**src/rtl/rgu_pkg.sv**
```systemverilog
// Shared definitions for the APB reset-generation unit: register map,
// reset values and the per-channel sequencer states.
package rgu_pkg;

    localparam logic [11:0] GLB_OFF    = 12'h000;
    localparam logic [11:0] STAT_OFF   = 12'h004;
    localparam logic [11:0] TIMER0_OFF = 12'h008;
    localparam logic [11:0] TIMER1_OFF = 12'h00C;
    localparam logic [11:0] CH_BASE    = 12'h010;

    localparam logic        EN_RST     = 1'b1;
    localparam logic [31:0] TIMER0_RST = 32'd16;
    localparam logic [31:0] TIMER1_RST = 32'd4;

    typedef enum logic [1:0] {
        ST_IDLE    = 2'b00,
        ST_ASSERT  = 2'b01,
        ST_RELEASE = 2'b10
    } ch_state_e;

endpackage

```
**src/rtl/rgu_rst_channel.sv**
```systemverilog
// One software-reset channel: holds its reset low for the latched assert
// length, then stays busy for the latched release delay.
module rgu_rst_channel
    import rgu_pkg::*;
#(
    parameter int CNT_W = 16
) (
    input  logic             clk,
    input  logic             rst_n,
    input  logic             start,
    input  logic [CNT_W-1:0] t_assert,
    input  logic [CNT_W-1:0] t_release,
    output logic             rst_out,
    output logic             busy,
    output logic             done
);

    ch_state_e        state_r;
    logic [CNT_W-1:0] cnt_r;
    logic [CNT_W-1:0] rel_r;

    // A zero length still occupies one cycle.
    function automatic logic [CNT_W-1:0] at_least_one(input logic [CNT_W-1:0] v);
        return (v == {CNT_W{1'b0}}) ? CNT_W'(1'b1) : v;
    endfunction

    // Channel sequencer; release delay is latched at start so later timer writes do not disturb it.
    always_ff @(posedge clk or negedge rst_n) begin
        if (!rst_n) begin
            state_r <= ST_IDLE;
            cnt_r   <= {CNT_W{1'b0}};
            rel_r   <= {CNT_W{1'b0}};
            rst_out <= 1'b1;
            busy    <= 1'b0;
            done    <= 1'b0;
        end else begin
            done <= 1'b0;
            case (state_r)
                ST_IDLE: begin
                    if (start) begin
                        state_r <= ST_ASSERT;
                        cnt_r   <= at_least_one(t_assert);
                        rel_r   <= t_release;
                        rst_out <= 1'b0;
                        busy    <= 1'b1;
                    end
                end
                ST_ASSERT: begin
                    if (cnt_r <= CNT_W'(1'b1)) begin
                        state_r <= ST_RELEASE;
                        cnt_r   <= at_least_one(rel_r);
                        rst_out <= 1'b1;
                    end else begin
                        cnt_r <= cnt_r - CNT_W'(1'b1);
                    end
                end
                ST_RELEASE: begin
                    if (cnt_r <= CNT_W'(1'b1)) begin
                        state_r <= ST_IDLE;
                        busy    <= 1'b0;
                        done    <= 1'b1;
                    end else begin
                        cnt_r <= cnt_r - CNT_W'(1'b1);
                    end
                end
                default: begin
                    state_r <= ST_IDLE;
                    rst_out <= 1'b1;
                    busy    <= 1'b0;
                end
            endcase
        end
    end

endmodule

```
**src/rtl/rgu_apb_ctrl.sv**
```systemverilog
// APB3 register front end for the reset-generation unit; register writes
// take effect at the end of the PREADY cycle.
module rgu_apb_ctrl
    import rgu_pkg::*;
#(
    parameter int NUM_CH      = 16,
    parameter int CNT_W       = 16,
    parameter int WAIT_STATES = 0
) (
    input  logic              PCLK,
    input  logic              PRESETn,
    input  logic [11:0]       PADDR,
    input  logic              PSEL,
    input  logic              PENABLE,
    input  logic              PWRITE,
    input  logic [31:0]       PWDATA,
    output logic [31:0]       PRDATA,
    output logic              PREADY,
    output logic              PSLVERR,
    output logic [NUM_CH-1:0] rst_n_o,
    output logic [NUM_CH-1:0] busy_o
);

    logic [2:0]        wait_cnt_r;
    logic              pready_r;
    logic              pslverr_r;
    logic [31:0]       prdata_r;
    logic              en_r;
    logic [NUM_CH-1:0] status_r;
    logic [CNT_W-1:0]  timer0_r;
    logic [CNT_W-1:0]  timer1_r;

    logic [9:0]        idx_s;
    logic              is_glb_s, is_stat_s, is_t0_s, is_t1_s, is_ch_s;
    logic              ch_busy_s, err_s;
    logic [31:0]       rdata_s;
    logic              access_s, last_wait_s, wr_commit_s;
    logic [NUM_CH-1:0] start_s, done_s, clr_s;

    assign PREADY  = pready_r;
    assign PSLVERR = pslverr_r;
    assign PRDATA  = prdata_r;

    // Address decode, read mux and error classification.
    always_comb begin
        idx_s     = PADDR[11:2] - 10'h004;
        is_glb_s  = (PADDR == GLB_OFF);
        is_stat_s = (PADDR == STAT_OFF);
        is_t0_s   = (PADDR == TIMER0_OFF);
        is_t1_s   = (PADDR == TIMER1_OFF);
        is_ch_s   = (PADDR[1:0] == 2'b00) && (PADDR >= CH_BASE) && (idx_s < 10'(NUM_CH));
        ch_busy_s = 1'b0;
        for (int i = 0; i < NUM_CH; i++) begin
            ch_busy_s = (idx_s == 10'(i)) ? busy_o[i] : ch_busy_s;
        end
        rdata_s = 32'h0;
        if (is_glb_s) begin
            rdata_s[0] = en_r;
        end else if (is_stat_s) begin
            rdata_s[NUM_CH-1:0] = status_r;
        end else if (is_t0_s) begin
            rdata_s[CNT_W-1:0] = timer0_r;
        end else if (is_t1_s) begin
            rdata_s[CNT_W-1:0] = timer1_r;
        end else if (is_ch_s) begin
            rdata_s[0] = ch_busy_s;
        end else begin
            rdata_s = 32'h0;
        end
        err_s = ~(is_glb_s | is_stat_s | is_t0_s | is_t1_s | is_ch_s)
              | (PWRITE & is_ch_s & PWDATA[0] & ch_busy_s);
    end

    // Transfer timing, write qualification and channel start requests.
    always_comb begin
        access_s    = PSEL & PENABLE & ~pready_r;
        last_wait_s = access_s & (wait_cnt_r == 3'(WAIT_STATES));
        wr_commit_s = pready_r & PSEL & PENABLE & PWRITE & ~pslverr_r;
        clr_s       = (wr_commit_s & is_stat_s) ? PWDATA[NUM_CH-1:0] : {NUM_CH{1'b0}};
        start_s     = {NUM_CH{1'b0}};
        for (int i = 0; i < NUM_CH; i++) begin
            start_s[i] = en_r & wr_commit_s &
                         ((is_glb_s & PWDATA[1]) | (is_ch_s & PWDATA[0] & (idx_s == 10'(i))));
        end
    end

    // APB response: PREADY, PSLVERR and PRDATA are live only in the single ready cycle.
    always_ff @(posedge PCLK or negedge PRESETn) begin
        if (!PRESETn) begin
            wait_cnt_r <= 3'd0;
            pready_r   <= 1'b0;
            pslverr_r  <= 1'b0;
            prdata_r   <= 32'h0;
        end else if (last_wait_s) begin
            wait_cnt_r <= 3'd0;
            pready_r   <= 1'b1;
            pslverr_r  <= err_s;
            prdata_r   <= PWRITE ? 32'h0 : rdata_s;
        end else begin
            wait_cnt_r <= access_s ? (wait_cnt_r + 3'd1) : 3'd0;
            pready_r   <= 1'b0;
            pslverr_r  <= 1'b0;
            prdata_r   <= 32'h0;
        end
    end

    // Control/status registers; a completing channel's status set beats a same-cycle clear.
    always_ff @(posedge PCLK or negedge PRESETn) begin
        if (!PRESETn) begin
            en_r     <= EN_RST;
            status_r <= {NUM_CH{1'b0}};
            timer0_r <= TIMER0_RST[CNT_W-1:0];
            timer1_r <= TIMER1_RST[CNT_W-1:0];
        end else begin
            status_r <= (status_r & ~clr_s) | done_s;
            if (wr_commit_s && is_glb_s) begin
                en_r <= PWDATA[0];
            end
            if (wr_commit_s && is_t0_s) begin
                timer0_r <= PWDATA[CNT_W-1:0];
            end
            if (wr_commit_s && is_t1_s) begin
                timer1_r <= PWDATA[CNT_W-1:0];
            end
        end
    end

    for (genvar g = 0; g < NUM_CH; g++) begin : g_ch
        rgu_rst_channel #(
            .CNT_W(CNT_W)
        ) u_ch (
            .clk      (PCLK),
            .rst_n    (PRESETn),
            .start    (start_s[g]),
            .t_assert (timer0_r),
            .t_release(timer1_r),
            .rst_out  (rst_n_o[g]),
            .busy     (busy_o[g]),
            .done     (done_s[g])
        );
    end

endmodule
```
**config.mk**
```make
export PLATFORM = sky130hd
export DESIGN_NAME = rgu_apb_ctrl
export DESIGN_NICKNAME = d
export VERILOG_FILES = /design/src/rtl/rgu_pkg.sv /design/src/rtl/rgu_rst_channel.sv /design/src/rtl/rgu_apb_ctrl.sv
export SDC_FILE = /design/constraint.sdc
export NUM_CORES = 1
export LEC_CHECK = 0
export ABC_AREA = 1
export BUFFER_PORTS_ARGS = -buffer_cell sky130_fd_sc_hd__buf_2
export CAP_MARGIN = 40
export CORE_MARGIN = 2
export CORE_UTILIZATION = 55
export DETAILED_ROUTE_END_ITERATION = 7
export HOLD_SLACK_MARGIN = 0.03
export PLACE_DENSITY_LB_ADDON = 0.15
export SYNTH_ARGS = -nofsm -noshare
export SYNTH_HDL_FRONTEND = slang
export SYNTH_SLANG_ARGS = --single-unit
export TNS_END_PERCENT = 30
```
**constraint.sdc**
```tcl
create_clock -name PCLK -period 5.6 [get_ports PCLK]
set_input_delay 1.4 -clock PCLK [delete_from_list [all_inputs] [get_ports PCLK]]
set_output_delay 1.4 -clock PCLK [all_outputs]
set_load 0.05 [all_outputs]
```
==> results.json, run 1 <==
{
  "cts-root-buf": "clkbuf_16",
  "synth_area_per_cell_um2": 7.74,
  "min_to": "status_r[13]",
  "synth.cell_area_mm2": 0.0379,
  "cp_common_cell": "nand2_1",
  "grt_antenna_before_repair": 15,
  "rr_worst_depth": 14,
  "peakVddDrop_v": 0.000173,
  "dp_cells": 5700,
  "critPathBufInv": 2,
  "gp_congestion": 0.946,
  "grtUsageTotal_pct": 35.0,
  "max_freq_mhz": 243,
  "cp-start-kind": "primary input",
  "setup_viol": 0,
  "rrSetupSlack_ns": 2.25,
  "port_buffers": 82,
  "synthMostInstantiatedCell": "nand2_1",
  "layout.nets": 5042,
  "cap_viol_max_count": 0,
  "final_area_mm2": 0.0417,
  "clk_path_buf_depth": 3,
  "fin_crit_ns": 4.11,
  "synth-edff-count": 0,
  "path_max_fanout": 32,
  "finalHoldViolations": 0,
  "ys_seq_area_share_pct": 43.8,
  "grt_pass1_vias": 31958,
  "dpl_cell_area_mm2": 0.0392,
  "num_rows": 96,
  "leakagePower_nw": 18.6,
  "status": "finished, final reports clean",
  "crit_family": "simple AND/OR/NAND/NOR gates",
  "crit_chain": "buf_2 -> nor2_2 -> nand2_2 -> inv_1 -> nand2_1 -> nor2_1 -> nand2_1 -> nor2_4 -> nand2_2 -> a21oi_1 -> nand2_1 -> o21ai_0",
  "ant_nets": 0,
  "dr.pass1.iters": 6,
  "yosysUniqueCellTypes": 62,
  "arrival_ns": 4.61,
  "r2r-end": "g_ch[4].u_ch.cnt_r[13]",
  "synth_top_cell_by_area": "dfrtp_1",
  "die_x_um": 267,
  "yosysWarnings": 0,
  "fin_tns_setup_ns": 0,
  "cts-hold-fix-buffers": 0,
  "area_growth_pct": 10.1,
  "die_area_mm2": 0.0710,
  "cts_tree": "done",
  "grt_pass1_wl_um": 190000,
  "die_h_um": 267,
  "critPathCaptureType": "flip-flop",
  "drc": 0,
  "drive_above_1_share_pct": 7.47,
  "dr.first_iter.drc_count": 3887,
  "worst_pin_slew_ns": 0.980,
  "io_pins": 115,
  "cts.sinks": 662,
  "synthArstFlopShare_pct": 100,
  "routedWlPerCell_um": 21.2,
  "initial_core_util_pct": 55.4,
  "timing.critical_path.slowest_stage_cell": "nand2_1",
  "r2r_start": "g_ch[4].u_ch.cnt_r[0]",
  "dr_wl_met3_um": 10800,
  "vias_per_cell": 5.91,
  "grt-ovfl-total": 0,
  "grt_max_degree": 114,
  "core_mm2": 0.0685,
  "critPathRequiredTime_ns": 6.10,
  "wl_um": 124000,
  "hp-start": "g_ch[13].u_ch.done",
  "relSlewSlack_pct": 34.7,
  "dr.max_layer_used": "met5",
  "worst_slack_ns": 1.49,
  "final_core_util_pct": 61.0,
  "hold_path_class": "flip-flop to flip-flop",
  "htree_levels": 3,
  "postCtsSetupBuffers": 0,
  "vias": 34552,
  "path_clk_slew_ns": 0.06,
  "fin_crit_sh_pct": 73.4,
  "post_cts_resized": 0,
  "maxSlewViolCount": 0,
  "rsz0062_at_grt": "no",
  "fill_cells": 6137,
  "cts_buffers": 75,
  "crit_type": "primary input to flip-flop",
  "synthTopCellsByArea": "dfrtp_1, o21ai_0, nand2_1",
  "yosysTopAreaCellShare_pct": 42.5,
  "hold_depth": 2,
  "ys.flop_type": "dfrtp_1",
  "clock_latency_ns": 0.62,
  "fin_worst_skew_ns": 0.0123,
  "hpwl_um": 82100,
  "ys_top_cells_by_count": "nand2_1, o21ai_0, dfrtp_1, inv_1, nor2_1",
  "final_cells": 5843,
  "p_per_area_mw_per_mm2": 243,
  "wl_met1_um": 51600,
  "synth-seq-cells": 662,
  "worst_path_largest_cell_delay_ns": 0.67,
  "met2WireLength_um": 54100,
  "pre_cts_slack_ns": 1.02,
  "synth_cells": 4899
}
[layout by cell type, fill, tap and decap left out, types with 48 or more instances in the layout]
master       n
nand4_1     56
nor3_1      52
a21oi_1    154
o221ai_1    48
ha_1        98
nand2_1    941
o21ai_0    771
xor2_1     130
inv_1      600
nor2_1     431
buf_2       81
dfrtp_1    642
o211ai_1    80
nand3_1    183
buf_4       60
nor4_1      85
a31oi_1     74
clkbuf_16   81
[final cells by class]
class | instances | area, um^2 | area share, %
Inverter | 624 | 2340 | 5.61
Antenna cell | 6 | 15.0 | 0.0360
Clock inverter | 23 | 307 | 0.734
Clock buffer | 114 | 2260 | 5.42
Tap cell | 882 | 1100 | 2.64
Sequential cell | 662 | 16600 | 39.7
Multi-Input combinational cell | 3361 | 17800 | 42.6
Timing Repair Buffer | 171 | 1360 | 3.25
[registers in the layout, indices dropped and copies added, names as in the netlist]
register,count
g_ch.u_ch.cnt_r,256
g_ch.u_ch.rel_r,256
g_ch.u_ch.state_r,32
PRDATA,16
g_ch.u_ch.busy,16
g_ch.u_ch.done,16
g_ch.u_ch.rst_out,16
status_r,16
timer0_r,16
timer1_r,16
wait_cnt_r,3
PREADY,1
PSLVERR,1
en_r,1
[kinds of logic (layout without fill, tap and decap cells)]
logic type	count (synthesis)	count (layout)	synth area share [%]
flip-flops	662	662	43.8
AND/OR/NAND/NOR	1794	1794	20.1
XOR/XNOR	150	150	3.47
adder cells (fa/ha/maj)	98	98	3.23
buffers and inverters	891	932	9.53
multiplexers	1	1	0.0297
other	1	22	0.00989
AO/OA/AOI/OAI	1302	1302	19.8
[metal layers]
| metal | GRT usage [%] | vias up |
|---|---|---|
| met3 | 6.77 | 342 |
| met1 | 48.1 | 16469 |
| li1 | - | 16330 |
| met4 | 17.6 | 8 |
| met5 | 0 | - |
| met2 | 52.8 | 1403 |
[stage by stage]
stage	hold WS [ns]	total power, W
2_1_floorplan	0.409	0.00494
3_3_place_gp	0.417	0.00507
3_5_place_dp	0.420	0.00507
4_1_cts	0.447	0.0102
5_1_grt	0.467	0.0104
6_report	0.444	0.0101
[worst register-to-register path, delay by kind of cell, from the launching register on]
family	cells	cell delay, ns
AOI/OAI and AO/OA	5	1.14
adders and majority gates	1	0.25
and+or+nand+nor	4	0.90
buffers and inverters	4	0.54
DFF	1	0.40
[worst max path at each step]
stage / from / to / cells past startpoint
global route: PADDR[4] / g_ch[14].u_ch.rel_r[2] / 12
finish: PADDR[4] / g_ch[14].u_ch.rel_r[2] / 12
detailed placement: PADDR[4] / g_ch[14].u_ch.cnt_r[9] / 16
CTS: PADDR[4] / g_ch[14].u_ch.cnt_r[9] / 16
floorplan: PADDR[4] / g_ch[1].u_ch.cnt_r[11] / 16
global placement: PADDR[4] / g_ch[1].u_ch.cnt_r[11] / 16
[where the power goes]
group / internal [W] / switching [W] / leakage, nW / total (W)
clock network: 0.00311 / 0.00204 / 1.26 / 0.00516
logic: 0.0000270 / 0.000168 / 9.20 / 0.000195
registers: 0.00479 / 0.00000154 / 8.16 / 0.00479
total: 0.00793 / 0.00221 / 18.6 / 0.0101
Note: power is estimated with default switching activity, not from simulation.
==> run 2, diff against run 1 <==
==> constraint.sdc (replaced) <==
create_clock -name PCLK -period 4 [get_ports PCLK]
set_input_delay 1 -clock PCLK [delete_from_list [all_inputs] [get_ports PCLK]]
set_output_delay 1 -clock PCLK [all_outputs]
set_load 0.05 [all_outputs]
==> run 2 against run 1 <==
Effect of this change: die area unchanged; highest routed layer unchanged; hold slack worse by 0.038 ns; total power rose by 45%; critical path type unchanged; clock power grew 50%.
==> results.json, run 2 (synthesis gave the netlist of run 1 again) <==
{
  "status": "finished, final reports clean",
  "die_h_um": 267,
  "vias": 34855,
  "worst_path_largest_cell_delay_ns": 0.56,
  "dr.pass1.iters": 6,
  "cp-start-kind": "primary input",
  "die_x_um": 267,
  "path_max_fanout": 18,
  "cts.sinks": 662,
  "clock_latency_ns": 0.63,
  "port_buffers": 82,
  "crit_chain": "buf_2 -> nor2_2 -> nand2_2 -> inv_1 -> nand2_1 -> nor2_1 -> nand2_1 -> nor2_4 -> nand2_2 -> a21oi_1 -> nor2_1 -> nor2_2 -> clkinv_1 -> nand2_1 -> o21ai_0",
  "cts-root-buf": "clkbuf_16",
  "p_per_area_mw_per_mm2": 351,
  "final_common_cell": "nand2_1",
  "dr.first_iter.drc_count": 4054,
  "crit_family": "simple AND/OR/NAND/NOR gates",
  "cts_buffers": 76,
  "clk_path_buf_depth": 3,
  "hpwl_um": 83000,
  "grt-ovfl-total": 0,
  "area_growth_pct": 10.8,
  "drive_above_1_share_pct": 8.25,
  "max_freq_mhz": 302,
  "htree_levels": 3,
  "rsz0062_at_grt": "no",
  "grt_antenna_before_repair": 15,
  "maxSlewViolCount": 0,
  "finalHoldViolations": 0,
  "peakVddDrop_v": 0.000224,
  "leakagePower_nw": 18.8,
  "cp_common_cell": "nand2_1",
  "hold_path_class": "primary input to async pin",
  "fin_crit_sh_pct": 82.9,
  "die_area_mm2": 0.0710,
  "path_clk_slew_ns": 0.06,
  "grtUsageTotal_pct": 35.0,
  "timing.critical_path.slowest_stage_cell": "a21oi_1",
  "initial_core_util_pct": 55.4,
  "fin_crit_ns": 3.32,
  "grt_pass1_wl_um": 190000,
  "gp_congestion": 0.957,
  "setup_viol": 0,
  "vias_per_cell": 5.94,
  "core_mm2": 0.0685,
  "arrival_ns": 3.82,
  "layout.nets": 5067,
  "ant_nets": 0,
  "final_cells": 5871,
  "cap_viol_max_count": 0,
  "fin_tns_setup_ns": 0,
  "critPathRequiredTime_ns": 4.51,
  "dp_cells": 5723,
  "critPathCaptureType": "flip-flop",
  "routedWlPerCell_um": 21.1,
  "critPathBufInv": 3,
  "grt_pass1_vias": 32180,
  "worst_pin_slew_ns": 0.974,
  "drc": 0,
  "postCtsSetupBuffers": 0,
  "fill_cells": 6111,
  "top_regs": "g_ch.u_ch.cnt_r (256), g_ch.u_ch.rel_r (256), g_ch.u_ch.state_r (32)",
  "wl_um": 124000,
  "cts_tree": "done",
  "layout_common_cells": "nand2_1, o21ai_0, dfrtp_1, inv_1, nor2_1",
  "relSlewSlack_pct": 35.0,
  "power_w": 0.0147,
  "fin_worst_skew_ns": 0.0224,
  "num_rows": 96,
  "io_pins": 115,
  "post_cts_resized": 0,
  "cts-hold-fix-buffers": 0,
  "grt_max_degree": 79,
  "crit_cells": 15,
  "crit_type": "primary input to flip-flop",
  "rr_worst_depth": 12
}
-- run 2: path summary, 6_finish.rpt --
check / startpoint / endpoint / slack (ns)
hold reg to reg: g_ch[13].u_ch.done / status_r[13] / 0.44
setup / recovery: PADDR[4] / g_ch[14].u_ch.cnt_r[7] / 0.68
hold / removal: PRESETn / g_ch[0].u_ch.cnt_r[1] / 0.41
max in group asynchronous: PRESETn / g_ch[4].u_ch.rst_out / 2.66
min in group PCLK: g_ch[13].u_ch.done / status_r[13] / 0.44
setup reg to reg: g_ch[7].u_ch.cnt_r[8] / g_ch[7].u_ch.cnt_r[9] / 0.94
-- run 2: through the flow --
step	worst slack (ns)	utilization [%]	hold WS, ns	area (um^2)
3_5_place_dp	0.0755	57.2	0.423	39200
5_1_grt	0.405	61.3	0.439	42000
6_report	0.685	61.4	0.406	42000
4_1_cts	0.723	61.3	0.408	42000
3_3_place_gp	0.143	57.1	0.421	39100
2_1_floorplan	1.12	-	0.409	38000
-- run 2: worst register-to-register path: stages (launching register included) --
cell	delay, ns
dfrtp_1	0.41
nor2_1	0.15
nand2_1	0.07
inv_1	0.13
nand4_1	0.12
a2111oi_1	0.52
nor2_1	0.14
nor2_2	0.37
clkinv_1	0.44
a221oi_1	0.35
a21oi_1	0.07
nand2_1	0.08
o21ai_0	0.08
-- run 2: cell type report --
type	count	area, um^2	share of cell area, %
multi-input cells	3361	17800	42.3
flip-flops and latches	662	16600	39.5
inverters	624	2340	5.58
clock buffers	102	2180	5.19
repair buffers	195	1390	3.31
well taps	882	1100	2.63
clock inverters	40	616	1.47
diodes	5	12.5	0.0298
-- run 2: where the power goes --
group	switching (W)	internal (W)	total [W]	leakage [nW]
Sequential	0.00000212	0.00670	0.00670	8.16
Clock	0.00299	0.00477	0.00776	1.36
Combinational	0.000239	0.0000460	0.000285	9.25
-- run 2: metal layers --
layer	track usage [%]	vias to the layer above	wire [um]
met5	0	-	60
met4	17.6	10	6720
met3	6.73	329	11500
met2	51.9	1548	52900
met1	49.0	16563	52700
li1	-	16405	-
